## config.mk

```make
export PLATFORM = sky130hd
export DESIGN_NAME = cpu
export DESIGN_NICKNAME = d
export VERILOG_FILES = /design/src/rtl/cpu_pkg.sv /design/src/rtl/cpu_alu.sv /design/src/rtl/cpu.sv
export SDC_FILE = /design/constraint.sdc
export NUM_CORES = 1
export LEC_CHECK = 0
export ABC_CLOCK_PERIOD_IN_PS = 6400
export BUFFER_PORTS_ARGS = -buffer_cell sky130_fd_sc_hd__clkbuf_2
export CORE_ASPECT_RATIO = 2
export CORE_UTILIZATION = 45
export CTS_CLUSTER_DIAMETER = 50
export DETAILED_ROUTE_END_ITERATION = 8
export GPL_TIMING_DRIVEN = 0
export PLACE_DENSITY_LB_ADDON = 0.2
export SYNTH_ARGS = -nofsm -noshare
export SYNTH_HDL_FRONTEND = slang
export SYNTH_SLANG_ARGS = --single-unit
export TNS_END_PERCENT = 10
```

## constraint.sdc

```tcl
create_clock -name clock -period 6.4 [get_ports clock]
set_input_delay 0.64 -clock clock [delete_from_list [all_inputs] [get_ports clock]]
set_output_delay 0.64 -clock clock [all_outputs]
set_load 0.005 [all_outputs]
```

## src/rtl/cpu_pkg.sv

```systemverilog
// Shared definitions for the cpu core: field widths, opcodes, FSM encoding.
package cpu_pkg;
  localparam int DATA_W = 16;
  localparam int ADDR_W = 8;
  localparam int OP_W   = 5;
  localparam int REG_W  = 3;

  localparam logic [OP_W-1:0] OP_NOP   = 5'b00000;
  localparam logic [OP_W-1:0] OP_HALT  = 5'b00001;
  localparam logic [OP_W-1:0] OP_LOAD  = 5'b00010;
  localparam logic [OP_W-1:0] OP_STORE = 5'b00011;
  localparam logic [OP_W-1:0] OP_ADD   = 5'b01000;
  localparam logic [OP_W-1:0] OP_ADDI  = 5'b01001;
  localparam logic [OP_W-1:0] OP_SUB   = 5'b01010;
  localparam logic [OP_W-1:0] OP_AND   = 5'b01100;
  localparam logic [OP_W-1:0] OP_OR    = 5'b01101;
  localparam logic [OP_W-1:0] OP_XOR   = 5'b01110;
  localparam logic [OP_W-1:0] OP_SLL   = 5'b10000;
  localparam logic [OP_W-1:0] OP_SRL   = 5'b10001;

  localparam logic [DATA_W-1:0] IR_NOP  = {OP_NOP, 11'b0};
  localparam logic [ADDR_W-1:0] PC_STEP = 8'd1;

  typedef enum logic {
    ST_IDLE = 1'b0,
    ST_EXEC = 1'b1
  } state_t;

  function automatic logic op_writes_back(input logic [OP_W-1:0] op);
    case (op)
      OP_LOAD, OP_ADD, OP_ADDI, OP_SUB, OP_AND,
      OP_OR, OP_XOR, OP_SLL, OP_SRL: return 1'b1;
      default:                       return 1'b0;
    endcase
  endfunction

  function automatic logic op_uses_r3(input logic [OP_W-1:0] op);
    case (op)
      OP_ADD, OP_SUB, OP_AND, OP_OR, OP_XOR: return 1'b1;
      default:                               return 1'b0;
    endcase
  endfunction
endpackage

```

## src/rtl/cpu_alu.sv

```systemverilog
// Combinational EX-stage ALU; also forms LOAD/STORE addresses (a + b).
module cpu_alu
  import cpu_pkg::*;
(
  input  logic [OP_W-1:0]   i_op,
  input  logic [DATA_W-1:0] i_a,
  input  logic [DATA_W-1:0] i_b,
  output logic [DATA_W-1:0] o_y
);
  always_comb begin
    o_y = '0;
    case (i_op)
      OP_ADD, OP_ADDI, OP_LOAD, OP_STORE: o_y = i_a + i_b;
      OP_SUB: o_y = i_a - i_b;
      OP_AND: o_y = i_a & i_b;
      OP_OR:  o_y = i_a | i_b;
      OP_XOR: o_y = i_a ^ i_b;
      OP_SLL: o_y = i_a << i_b[3:0];
      OP_SRL: o_y = i_a >> i_b[3:0];
      default: o_y = '0;
    endcase
  end
endmodule

```

## src/rtl/cpu.sv

```systemverilog
// 5-stage in-order 16-bit core, no interlocks. CPU_ZERO_REG_EN hardwires gr0 to zero.
// state   | meaning
// ST_IDLE | fetch stalled, NOPs injected, older instructions drain
// ST_EXEC | fetching from pc every enabled cycle until HALT reaches ID
module cpu
  import cpu_pkg::*;
(
  input  logic              clock,
  input  logic              reset,
  input  logic              enable,
  input  logic              start,
  input  logic [DATA_W-1:0] i_datain,
  output logic [ADDR_W-1:0] i_addr,
  input  logic [DATA_W-1:0] d_datain,
  output logic [ADDR_W-1:0] d_addr,
  output logic [DATA_W-1:0] d_dataout,
  output logic              d_we
);
  state_t r_state, w_state_nxt;

  logic [ADDR_W-1:0] r_pc;
  logic [DATA_W-1:0] r_id_ir;
  logic [DATA_W-1:0] r_reg_a, r_reg_b, r_reg_c, r_reg_c1;
  logic [DATA_W-1:0] r_st_ex, r_st_mem;
  logic [OP_W-1:0]   r_ex_op, r_mem_op, r_wb_op;
  logic [REG_W-1:0]  r_ex_r1, r_mem_r1, r_wb_r1;
  logic [DATA_W-1:0] r_gr [8];

  logic [OP_W-1:0]   w_op;
  logic [REG_W-1:0]  w_r1, w_r2, w_r3;
  logic [3:0]        w_val3;
  logic [7:0]        w_imm8;
  logic [DATA_W-1:0] w_gr_r1, w_gr_r2, w_gr_r3;
  logic [DATA_W-1:0] w_opa, w_opb, w_alu_y;
  logic              w_wb_en;

  assign w_op   = r_id_ir[15:11];
  assign w_r1   = r_id_ir[10:8];
  assign w_r2   = r_id_ir[6:4];
  assign w_r3   = r_id_ir[2:0];
  assign w_val3 = r_id_ir[3:0];
  assign w_imm8 = r_id_ir[7:0];

`ifdef CPU_ZERO_REG_EN
  assign w_gr_r1 = (w_r1 == '0) ? '0 : r_gr[w_r1];
  assign w_gr_r2 = (w_r2 == '0) ? '0 : r_gr[w_r2];
  assign w_gr_r3 = (w_r3 == '0) ? '0 : r_gr[w_r3];
  assign w_wb_en = op_writes_back(r_wb_op) && (r_wb_r1 != '0);
`else
  assign w_gr_r1 = r_gr[w_r1];
  assign w_gr_r2 = r_gr[w_r2];
  assign w_gr_r3 = r_gr[w_r3];
  assign w_wb_en = op_writes_back(r_wb_op);
`endif

  always_comb begin
    w_opa = (w_op == OP_ADDI) ? w_gr_r1 : w_gr_r2;
    if (op_uses_r3(w_op))
      w_opb = w_gr_r3;
    else if (w_op == OP_ADDI)
      w_opb = {8'b0, w_imm8};
    else
      w_opb = {12'b0, w_val3};
  end

  cpu_alu u_alu (
    .i_op (r_ex_op),
    .i_a  (r_reg_a),
    .i_b  (r_reg_b),
    .o_y  (w_alu_y)
  );

  always_comb begin
    w_state_nxt = r_state;
    case (r_state)
      ST_IDLE: if (start) w_state_nxt = ST_EXEC;
      ST_EXEC: if (w_op == OP_HALT) w_state_nxt = ST_IDLE;
      default: w_state_nxt = ST_IDLE;
    endcase
  end

  always_ff @(posedge clock) begin
    if (reset)       r_state <= ST_IDLE;
    else if (enable) r_state <= w_state_nxt;
  end

  always_ff @(posedge clock) begin
    if (reset) begin
      r_pc     <= '0;
      r_id_ir  <= IR_NOP;
      r_reg_a  <= '0;
      r_reg_b  <= '0;
      r_reg_c  <= '0;
      r_reg_c1 <= '0;
      r_st_ex  <= '0;
      r_st_mem <= '0;
      r_ex_op  <= OP_NOP;
      r_mem_op <= OP_NOP;
      r_wb_op  <= OP_NOP;
      r_ex_r1  <= '0;
      r_mem_r1 <= '0;
      r_wb_r1  <= '0;
      for (int i = 0; i < 8; i++) r_gr[i] <= '0;
    end else if (enable) begin
      if (r_state == ST_EXEC) begin
        r_id_ir <= i_datain;
        r_pc    <= r_pc + PC_STEP;
      end else begin
        r_id_ir <= IR_NOP;
      end
      r_reg_a  <= w_opa;
      r_reg_b  <= w_opb;
      r_st_ex  <= w_gr_r1;
      r_ex_op  <= w_op;
      r_ex_r1  <= w_r1;
      r_reg_c  <= w_alu_y;
      r_st_mem <= r_st_ex;
      r_mem_op <= r_ex_op;
      r_mem_r1 <= r_ex_r1;
      r_reg_c1 <= (r_mem_op == OP_LOAD) ? d_datain : r_reg_c;
      r_wb_op  <= r_mem_op;
      r_wb_r1  <= r_mem_r1;
      // WB lands on the same edge ID samples, so the reader sees the old value
      if (w_wb_en) r_gr[r_wb_r1] <= r_reg_c1;
    end
  end

  assign i_addr    = r_pc;
  assign d_addr    = r_reg_c[ADDR_W-1:0];
  assign d_dataout = r_st_mem;
  assign d_we      = enable && (r_mem_op == OP_STORE);
endmodule

```

**Word level (Yosys, flattened, before mapping)**

Memories as Yosys holds them, arrays and structs flattened. A register that Yosys moved wholly into a read port is not among the register bits.
Cells that the tools add are included.

- $add $sub $neg: 3
- Multipliers: 0
- Divide/modulo/power cells: 0
- Magnitude comparators: 0
- Equality and inequality tests: 19
- Shifts and indexed selects: 2
- Mux-type cells: 27
- Bitwise gates (word level): 4
- Reduce and logical (&&, ||, !) cells: 5

Operators by type and width:

| operator | count |
|---|---|
| $pmux 16 s7 | 1 |
| $mux 16 | 5 |
| $eq 5x4->1 const B | 12 |
| $mux 3 | 7 |
| $eq 5x2->1 const B | 4 |
| $add 16x16->16 | 1 |
| $and 16x16->16 | 1 |
| $or 16x16->16 | 1 |
| $reduce_or 16->1 | 1 |
| $shl 16x4->16 | 1 |
| $shr 16x4->16 | 1 |
| $sub 16x16->16 | 1 |
| $xor 16x16->16 | 1 |
| $eq 5x5->1 const B | 2 |
| $mux 1 | 10 |
| $mux 5 | 2 |
| $add 8x1->8 const B | 1 |
| $mux 8 | 1 |
| $eq 5x1->1 const B | 1 |
| $reduce_or 5->1 | 1 |
| $reduce_or 4->1 | 1 |
| $pmux 1 s2 | 1 |
| $reduce_and 2->1 | 1 |
| $logic_and 1x1->1 | 1 |
| $not 1->1 | 1 |

- Flip-flop bits (word level): 145
- Bits in latches: 0
- Bits in writable memories: 128
- ROM bits: 32
- Output and inout port bits: 33
- Word-level logic and storage cells: 77
- Memories kept: 2

Memories:

| memory | depth | bits a word | rd ports | clocked after memory_dff | wr ports | RTL line | text |
|---|---|---|---|---|---|---|---|
| r_gr | 8 | 16 | 3 | 3 | 8 | cpu.sv:27 | `logic [DATA_W-1:0] r_gr [8];` |
| (no name shown) | 32 | 1 | 1 | 1 | 0 | cpu_pkg.sv:30 | `case (op)` |

**Depth between registers and ports, before layout**

Gate-level depths: netlist of the first run.

- Depth after elaboration: 6
- Mapped depth: 15

**Modules after synthesis**

From an unflattened synthesis of the first run, not the netlist that was laid out.

- Cells, all modules: 1592
- Area, all modules: 16793.6 sq um

Modules (own cells, without submodules):

| module | instances | cells an instance | area each (sq um) | seq. area each (sq um) |
|---|---|---|---|---|
| cpu | 1 | 1103 | 13341.5 | 6946.7 |
| cpu_alu | 1 | 489 | 3452.1 | 0.0 |

**Worst setup path before layout of the first run**

Ideal clock, no wire load.

- Path kind: register to register
- From: register r_reg_b[0]
- To: register r_reg_c[14]
- Library setup time: 146 ps
- Arrival: 3081 ps
- Data required time: 6254 ps
- Path slack: 3173 ps
- Stages on the path, launching flop included: 14
- Clock period less this slack: 3227 ps
- Cells stage by stage: dfxtp_1 > buf_6 > or4_4 > nand4b_4 > o21ai_0 > xnor2_1 > ha_1 > clkbuf_1 > a21o_1 > a21o_1 > a21o_1 > or4_1 > nand3_1 > a221oi_2

- Longest elaborated chain between the ends: 2
- Elaborated cells between the ends (all ways): 5

RTL lines:

| item | RTL line | text |
|---|---|---|
| start, declared | cpu.sv:23 | `logic [DATA_W-1:0] r_reg_a, r_reg_b, r_reg_c, r_reg_c1;` |
| start signal, assigned | cpu.sv:112 | `r_reg_b <= w_opb;` |
| $sub 16x16->16 (tied with other cells) | cpu_alu.sv:14 | `OP_SUB: o_y = i_a - i_b;` |
| $pmux 16 s7 (*) | cpu_alu.sv:12 | `case (i_op)` |
| end signal, assigned | cpu.sv:116 | `r_reg_c <= w_alu_y;` |
| end, declared | cpu.sv:23 |  |

Mark *: on every way between the ends. The rest lies on a longest branch, timed or not.
A chain may end at the register's enable or synchronous reset.

**Final worst setup path of the first run**

- From: register r_ex_op[4]
- To: register r_reg_c[14]

- Longest elaborated chain between the ends: 3
- Elaborated cells between the ends (all ways): 12

RTL lines:

| item | RTL line | text |
|---|---|---|
| start, declared | cpu.sv:25 | `logic [OP_W-1:0] r_ex_op, r_mem_op, r_wb_op;` |
| start signal, assigned | cpu.sv:114 | `r_ex_op <= w_op;` |
| $eq 5x4->1 / $eq 5x2->1 (equally long branches) | cpu_alu.sv:12 |  |
| $reduce_or 4->1 | cpu_alu.sv:12 |  |
| $pmux 16 s7 (*) | cpu_alu.sv:12 |  |

Marks and branches as above.

==> results of run 1 <==
==> worst reg2reg max path, cell delays in order (launching register included) <==
cell	delay, ns
dfxtp_1	0.29
buf_2	0.16
nand2b_1	0.19
nor3_1	1.03
a41oi_1	0.26
xnor2_1	0.24
ha_1	0.29
clkbuf_1	0.33
nand4_1	0.25
a2111oi_0	0.66
or4_1	0.21
nand3_1	0.11
a221oi_2	0.29
==> power by group <==
group	internal, uW	switching (uW)
Sequential	1940	68.7
Combinational	199	307
Clock	1040	780
==> area by class of cell <==
cell class                 count  area (um2)  area share
inverter                      37       138.9    0.007403
clock inverter                15       157.7    0.008404
clock buffer                  39       867.1     0.04622
multi-input combinational   1084        9178      0.4892
timing repair buffer          67       335.3     0.01788
sequential                   283        6947      0.3703
tap                          454       568.0     0.03028
buffer                       118       568.0     0.03028
==> routing by layer <==
layer	share of wire	vias to the layer above	wire length [um]	global-route usage
met5	0	-	0	0
met4	0.094	0	5687	0.2865
met3	0.039	225	2387	0.03973
met2	0.56	461	33680	0.6371
met1	0.31	6335	18840	0.2927
li1	-	5838	-	-
==> cells by family (layout without fill, tap and decap cells) <==
logic type,Yosys count,in the layout,synth area share
fa+ha+maj,51,51,0.03836
mux,251,251,0.2385
xor+xnor,33,33,0.01717
simple gates,513,513,0.1511
flops,283,283,0.4127
compound gates,236,236,0.1001
buf+inv,155,276,0.04200
==> worst paths after layout <==
path	to	slack, ns
max reg2reg	r_reg_c[14]	1.99
min reg2reg	r_reg_c[0]	0.47
min	r_id_ir[12]	0.29
max	r_reg_c[14]	1.99
==> registers in the layout, indices dropped and copies added (netlist names), 8 cells and up, named ones only <==
| signal | count |
|---|---|
| d_dataout | 16 |
| i_addr | 8 |
| r_gr | 128 |
| r_id_ir | 16 |
| r_reg_a | 16 |
| r_reg_b | 16 |
| r_reg_c | 16 |
| r_reg_c1 | 16 |
| r_st_ex | 16 |
==> through the flow <==
stage | setup slack, ns | util | power (uW) | instances
floorplan | 3.173 | - | 2351 | 1522
global placement | 2.091 | 0.4837 | 2538 | 2043
detailed placement | 2.114 | 0.4837 | 2545 | 2043
CTS | 2.063 | 0.5116 | 4343 | 2097
global route | 1.813 | 0.5116 | 4466 | 2097
finish | 1.988 | 0.5116 | 4338 | 2097
==> Yosys cell counts (9+ instances only) <==
library cell,number
buf_1,12
nor3_1,12
ha_1,50
clkbuf_1,62
buf_2,28
a22oi_1,21
xnor2_1,23
nor2_1,181
buf_4,9
mux4_2,116
nand2_1,101
inv_1,35
nand3_1,25
a211oi_1,51
o21ai_0,19
nand2b_1,10
or2_2,9
edfxtp_1,128
mux2i_1,122
mux2_2,10
a21oi_1,57
xor2_1,10
and2_1,133
dfxtp_1,155
==> impl_metrics.ini, run 1 <==
[run_status]
status = finished, violations left
violations = design-rule violations

[global_routing]
grt_overflow_total = 0
grt_antenna_before_repair = 0
grt_pass1_wl_mm = 89.02
grt_max_degree = 17
grt_pass1_vias = 13541
grt.total_usage = 0.3256

[critical_path]
slowest_delay_ns = 1.03
cp.buffers_inverters = 2
crit_chain = buf_2, nand2b_1, nor3_1, a41oi_1, xnor2_1, ha_1, clkbuf_1, nand4_1, a2111oi_0, or4_1, nand3_1, a221oi_2
worstReg2RegStart = r_ex_op[4]
cp-end-kind = register
cp_max_fo = 10
crit_type = reg -> reg
start_kind = register
cp_top_family = simple AND/OR/NAND/NOR gates
cp.arrival_ns = 4.90
crit_cells = 12
crit_path_start = r_ex_op[4]
cpMaxStageDelayCell = nor3_1
rr_worst_depth = 12
required_ns = 6.89

[clock_network]
cts_tree = built
cts_inserted_buffers = 29
root_buffer = clkbuf_16
cts_buffer_depth = 3
cts_hold_buf = 0
worstSkewPairLatency_ns = 0.59
cts_setup_buffers = 0
clkSinkCount = 283
htreeDepth = 1
clk_pin_slew_ns = 0.07
ctsResizeCount = 0

[placement]
place_congestion = 1.036
placed_area_um2 = 17730
dp_hpwl_mm = 48.76
numPortBuffers = 67

[logic_synthesis]
netlist_area_um2 = 16830
ys_seq_area_frac = 0.4127
syn_avg_cell_area_um2 = 11.06
synth_edf_count = 128
synth_warnings = 0
synth_area_leaders = edfxtp_1 (23%), dfxtp_1 (18%), mux4_2 (16%), mux2i_1 (7.3%), and2_1 (4.9%)
synth_top_cell_area_share = 0.2284
mappedNetlistNets = 1609
syn_inst = 1522
ys_ff_latch = 283
synth.distinct_cells = 87
synth_ff_type = dfxtp_1
synthArstFlopShare = 0
yosysTopAreaCell = edfxtp_1

[routing]
drc_errors = 7
routedWlPerCell_um = 28.90
wirelength_mm = 60.60
dr.pass1.iters = 9
vias_per_cell = 6.132
drtIter0Drc = 722
vias = 12859
antenna_left = 0

[job]
maxCapViolCount = 0

[die]
start_util = 0.4590
die_h_um = 275.5
num_io_pins = 69
core-area_um2 = 36670
rows = 99
dieWidth_um = 138.8
die_area_um2 = 38230

[timing]
whs_ns = 0.2895
finalCritPeriodShare = 0.6894
max_slew_margin = 0.1287
max_freq_mhz = 226.7
finClkSkew_ns = 0.02023
worstMarginPinSlew_ns = 1.297
rsz0062_at_grt = no
setup_tns_ns = 0
period_needed_ns = 4.412
setup_violations = 0
slew_violations = 0
hold_viol_final = 0

[cells_and_area]
layout_commonest_cell = nor2_1
drive_gt1_frac = 0.1911
nets = 1707
n_antenna_cell = 0
area_growth_pct = 11.46
layout_common_cells = nor2_1 (181), dfxtp_1 (155), and2_1 (133), edfxtp_1 (128), mux2i_1 (122)
nFillCells = 3340
final_cell_area_um2 = 18760

[power]
power_density_nw_per_um2 = 231.3
p_leak_uw = 0.006816
max-vdd-ir-drop_mv = 0.2301

[hold_path]
whs_path_depth = 3
hp-class = in -> reg
worstHoldStart = i_datain[12]
(Power assumes the default switching activity.)
==> run 2: changes to the inputs <==
--- a/config.mk
+++ b/config.mk
@@ -5,7 +5,7 @@
 export SDC_FILE = /design/constraint.sdc
 export NUM_CORES = 1
 export LEC_CHECK = 0
-export ABC_CLOCK_PERIOD_IN_PS = 6400
+export ABC_CLOCK_PERIOD_IN_PS = 4500
 export BUFFER_PORTS_ARGS = -buffer_cell sky130_fd_sc_hd__clkbuf_2
 export CORE_ASPECT_RATIO = 2
 export CORE_UTILIZATION = 45
==> constraint.sdc (replaced) <==
create_clock -name clock -period 4.5 [get_ports clock]
set_input_delay 0.45 -clock clock [delete_from_list [all_inputs] [get_ports clock]]
set_output_delay 0.45 -clock clock [all_outputs]
set_load 0.005 [all_outputs]
==> run 2 against run 1 <==
  * The flow still finishes with violations (design-rule violations)
  * Clock skew fell by 0.00065 ns
  * Via count fell by 0.37%
  * Hold slack got worse by 0.19 ns
  * Die area did not move
  * Critical path type unchanged
  * Largest cell class unchanged
  * Highest routed layer unchanged
==> impl_metrics.ini, run 2 (synthesis results as in run 1) <==
[die]
dieWidth_um = 138.8
num_io_pins = 69
die_h_um = 275.5
start_util = 0.4590
rows = 99
die_area_um2 = 38230
core-area_um2 = 36670

[clock_network]
htreeDepth = 1
worstSkewPairLatency_ns = 0.59
cts_setup_buffers = 0
cts_tree = built
clkSinkCount = 283
clk_pin_slew_ns = 0.07
cts_buffer_depth = 3
cts_inserted_buffers = 29
root_buffer = clkbuf_16

[run_status]
violations = design-rule violations
status = finished, violations left

[hold_path]
hp-class = in -> reg
whs_path_depth = 3

[routing]
drc_errors = 6
antenna_left = 0
dr.pass1.iters = 7
drtIter0Drc = 673
vias = 12811
wirelength_mm = 60.67
routedWlPerCell_um = 28.93
vias_per_cell = 6.109

[power]
switching_share = 0.2667
clockPowerShare = 0.420
power_density_nw_per_um2 = 329.0
pwr-share-comb = 0.117
internal-power_uw = 4528
power_switching_uw = 1646
max-vdd-ir-drop_mv = 0.3235
seq_power_share = 0.463
p_leak_uw = 0.006816

[placement]
dp_hpwl_mm = 48.76
place_congestion = 1.036
post-place-cells = 2043
numPortBuffers = 67

[timing]
period_needed_ns = 4.290
finalCritPeriodShare = 0.9533
finClkSkew_ns = 0.01958
setup_violations = 0
setup_tns_ns = 0
slew_violations = 0
whs_ns = 0.09754
max_slew_margin = 0.2079
max_freq_mhz = 233.1
hold_viol_final = 0
worstMarginPinSlew_ns = 1.183
rsz0062_at_grt = no

[critical_path]
crit_cells = 14
cpMostUsedCell = ha_1
start_kind = register
slowest_delay_ns = 0.56
cp_max_fo = 10
crit_chain = buf_6, buf_8, inv_2, ha_1, and3_1, a41oi_1, xnor2_1, ha_1, clkbuf_1, nand4_1, a2111oi_1, or4_1, nand3_1, a221oi_2
required_ns = 4.99
crit_type = reg -> reg
cp-end-kind = register
cp.buffers_inverters = 4
cp_top_family = compound AO/OA/AOI/OAI gates
rr_worst_depth = 14
cp.arrival_ns = 4.78
cpMaxStageDelayCell = a2111oi_1

[cells_and_area]
layout_commonest_cell = nor2_1
fin_cells = 2097
largest_register = r_gr
largest_register_ffs = 128
drive_gt1_frac = 0.1917
nets = 1707
n_antenna_cell = 0
layout_common_cells = nor2_1 (181), dfxtp_1 (155), and2_1 (133), edfxtp_1 (128), mux2i_1 (122)
area_growth_pct = 11.49

[global_routing]
grt_antenna_before_repair = 0
grt_pass1_wl_mm = 89.02
grt_pass1_vias = 13541
grt_max_degree = 17
grt_overflow_total = 0
grt.total_usage = 0.3256

[job]
maxCapViolCount = 0
==> run 2: power groups by stage <==
stage / Sequential, uW / Combinational, uW / Clock, uW
6_report: 2860 / 721 / 2590
5_1_grt: 2870 / 769 / 2720
4_1_cts: 2860 / 710 / 2610
3_5_place_dp: 2910 / 707 / 0
3_3_place_gp: 2910 / 702 / 0
2_1_floorplan: 2860 / 480 / 0
==> run 2: metrics by stage <==
stage | area [um2] | power, uW | utilization | worst slack, ns
after floorplan | 16830 | 3344 | - | 1.273
after global placement | 17730 | 3609 | 0.4837 | 0.1907
after detailed placement | 17730 | 3620 | 0.4837 | 0.2137
after CTS | 18760 | 6177 | 0.5116 | 0.1631
after global routing | 18770 | 6352 | 0.5118 | 0.07924
final | 18770 | 6174 | 0.5118 | 0.2102
==> run 2: worst paths after layout <==
kind,endpoint,slack [ns],from
max,r_reg_c[14],0.21,r_reg_b[0]
min,r_id_ir[12],0.1,i_datain[12]
max reg2reg,r_reg_c[14],0.21,r_reg_b[0]
min reg2reg,r_reg_c[0],0.47,r_reg_c[0]
==> run 2: worst min-delay path: cells and delay by family <==
kind	cells	cell delay, ns
buffers and inverters	1	0.07
AOI/OAI and AO/OA	1	0.05
and+or+nand+nor	1	0.07
==> run 2: what timing repair did <==
action	CTS	global route
hold buffers	0	0
resized for setup	0	2
endpoints found under the hold margin	0	0
endpoints found under the setup margin	0	1
==> run 2: area by class of cell <==
cell class	instances	area, um2
clock buffers	39	867.1
multi-input cells	1084	9184
plain buffers	118	568.0
well taps	454	568.0
repair buffers	67	335.3
fillers	3338	17900
clock inverters	15	157.7
flip-flops and latches	283	6947
inverters	37	138.9
==> run 2: per-layer routing <==
metal / vias to the layer above / global-route usage / wire, um
met5: - / 0 / 0
met2: 449 / 0.6371 / 33800
met3: 218 / 0.03973 / 2337
met4: 0 / 0.2865 / 5607
met1: 6311 / 0.2927 / 18920
li1: 5833 / - / -
==> run 3: changes to the inputs <==
--- a/config.mk
+++ b/config.mk
@@ -5,6 +5,7 @@
 export SDC_FILE = /design/constraint.sdc
 export NUM_CORES = 1
 export LEC_CHECK = 0
+export ABC_AREA = 1
 export ABC_CLOCK_PERIOD_IN_PS = 4500
 export BUFFER_PORTS_ARGS = -buffer_cell sky130_fd_sc_hd__clkbuf_2
 export CORE_ASPECT_RATIO = 2
==> run 3 against run 2 <==
  * The run now ends clean
  * Die area grew 1.0%
  * Hold slack gained 0.037 ns
  * Critical path depth increased by 8
  * Clock power decreased by 15%
  * Via count rose by 41%
  * Design area fell by 0.15%
  * First-iteration DRC count rose to 2.6 times the previous value
  * Register-to-register slack improved by 0.48 ns
  * Area after synthesis grew 1.1%
  * Wire length is 42% higher
  * Clock-buffer cell count decreased by 3
  * Critical endpoint is now r_reg_c[15]
  * Highest routed layer unchanged
==> impl_metrics.ini, run 3 <==
[timing]
finalWorstSetupSlack_ns = 0.6855
setup_violations = 0
setup_tns_ns = 0
max_freq_mhz = 262.2
worstMarginPinSlew_ns = 1.130
finClkSkew_ns = 0.01868
period_needed_ns = 3.814
max_slew_margin = 0.2447
finalCritPeriodShare = 0.8477
rsz0062_at_grt = no
hold_viol_final = 0
slew_violations = 0

[logic_synthesis]
netlist_area_um2 = 17010
synth_area_leaders = edfxtp_1 (23%), dfxtp_1 (18%), nand2_1 (9.8%), o21ai_0 (8.3%), nor2_1 (6.6%)
synth.distinct_cells = 51
mappedNetlistNets = 2417
synth_warnings = 0
synthArstFlopShare = 0
ys_seq_area_frac = 0.4084
synth_edf_count = 128
synth.most_common_cell = nand2_1
ys_ff_latch = 283
synth_common_cells = nand2_1 (446), nor2_1 (297), o21ai_0 (283)
syn_inst = 2330
syn_avg_cell_area_um2 = 7.300
synth_ff_type = dfxtp_1
yosysTopAreaCell = edfxtp_1
synth_top_cell_area_share = 0.2260

[die]
die_area_um2 = 38630
core-area_um2 = 37290
rows = 100
start_util = 0.4562
num_io_pins = 69
die_h_um = 276.9
dieWidth_um = 139.5

[critical_path]
cp_top_family = simple AND/OR/NAND/NOR gates
cp.arrival_ns = 4.30
start_kind = register
cpMostUsedCell = nand2_1
cp_max_fo = 11
crit_chain = inv_2, buf_2, ha_1, nand3_1, nor2_1, nand4_1, nor2_1, nand2_1, nand2_1, o21ai_0, xor2_1, ha_1, nand2_1, nor3_1, nand2_1, nand2_1, inv_1, nand2_1, nand3_1, nand2_1, nand2_1, a21oi_2
cpMaxStageDelayCell = ha_1
rrSetupSlack_ns = 0.69
r2r_end = r_reg_c[15]
slowest_delay_ns = 0.40
worstReg2RegStart = r_reg_b[1]
cp-end-kind = register
cp.buffers_inverters = 3
rr_worst_depth = 22
crit_type = reg -> reg
required_ns = 4.99

[hold_path]
whs_path_depth = 3
worstHoldEndpoint = r_id_ir[14]
hp-class = in -> reg
worstHoldStart = i_datain[14]

[clock_network]
worstSkewPairLatency_ns = 0.56
ctsResizeCount = 0
cts_hold_buf = 0
htreeDepth = 1
root_buffer = clkbuf_16
cts_tree = built
clk_pin_slew_ns = 0.07
clkSinkCount = 283
cts_inserted_buffers = 25
cts_buffer_depth = 3
cts_setup_buffers = 0

[cells_and_area]
largest_register_ffs = 128
multiInputGateArea_um2 = 8543
utilization = 0.5025
layout_common_cells = nand2_1 (446), nor2_1 (297), o21ai_0 (283), a21oi_1 (197), inv_1 (185)
nets = 2511
nFillCells = 3831
register_area_um2 = 6947
drive_gt1_frac = 0.1007
largest_register = r_gr
layout_commonest_cell = nand2_1
area_growth_pct = 10.16

[global_routing]
grt_pass1_wl_mm = 121.5
grt_overflow_total = 0
grt_max_degree = 18
grt_pass1_vias = 18208
grt.total_usage = 0.4454
grt_antenna_before_repair = 2

[routing]
drc_errors = 0
dr.pass1.iters = 8
antenna_left = 0
routedWlPerCell_um = 29.63
wirelength_mm = 86.00
vias = 18054
drtIter0Drc = 1717
vias_per_cell = 6.221

[placement]
dp_hpwl_mm = 67.08
dp_slack_ns = 0.7826
place_congestion = 1.082
numPortBuffers = 67

[run_status]
status = complete, no violations

[job]
maxCapViolCount = 0

[power]
p_leak_uw = 0.007427
max-vdd-ir-drop_mv = 0.3679
p_total_uw = 6123
power_density_nw_per_um2 = 326.8
-- run 3: changes by cell type in the layout (fill, tap and decap cells not counted), moves of 121 or more --
cell     change
a21oi_1    +140
and2_1     -132
inv_1      +150
mux2i_1    -121
nand2_1    +345
nand3_1    +130
o21ai_0    +264
-- run 3: worst min-delay path: cells and delay by family --
kind	cells	cell delay [ns]
buffers and inverters	1	0.08
AOI/OAI and AO/OA	1	0.05
and+or+nand+nor	1	0.06
-- run 3: layer usage --
metal  wire (um)  vias to the layer above  global-route usage  part of all wire
li1            -                     8052                   -                 -
met1       25190                     8372              0.3840              0.29
met2       42960                     1100              0.7923              0.50
met3        5950                      530             0.09078             0.069
met4       11900                        0              0.5199              0.14
met5           0                        -                   0                 0
-- run 3: cells by family after synthesis --
group	count (synthesis)	share of synthesized area
AND/OR/NAND/NOR	974	0.2429
AO/OA/AOI/OAI	649	0.2131
buffers and inverters	357	0.08930
flip-flops	283	0.4084
adder cells (fa/ha/maj)	51	0.03796
XOR/XNOR	15	0.007724
multiplexers	1	0.0005885
-- run 3: how the worst max path moves through the flow --
stage,startpoint,to,slack (ns),cells past startpoint
global placement,r_reg_b[1],r_reg_c[15],0.80,22
floorplan,r_reg_b[1],r_reg_c[13],1.74,21
global route,r_reg_b[1],r_reg_c[15],0.47,24
detailed placement,r_reg_b[1],r_reg_c[15],0.78,22
CTS,r_reg_b[1],r_reg_c[15],0.74,22
finish,r_reg_b[1],r_reg_c[15],0.69,22
-- run 3: through the flow --
step / std cells / area [um2] / hold WS (ns)
4_1_cts: 2901 / 18730 / 0.1457
2_1_floorplan: 2330 / 17010 / 0.4453
3_5_place_dp: 2856 / 17920 / 0.4560
5_1_grt: 2901 / 18730 / 0.1397
3_3_place_gp: 2856 / 17920 / 0.4536
6_report: 2902 / 18740 / 0.1346
-- run 3: area by class of cell --
type | count | share of cell area
inverter | 198 | 0.03980
multi-input combinational | 1690 | 0.4560
antenna | 1 | 0.0001336
timing repair buffer | 67 | 0.01790
tap | 459 | 0.03065
sequential | 283 | 0.3708
buffer | 159 | 0.04127
clock buffer | 36 | 0.03947
clock inverter | 9 | 0.004073
-- run 3: power by group --
part           internal [uW]  leakage [uW]  switching (uW)
combinational            280       0.00442             730
clock                   1180      0.000408            1020
sequential              2790       0.00259             120
total                   4250       0.00743            1870
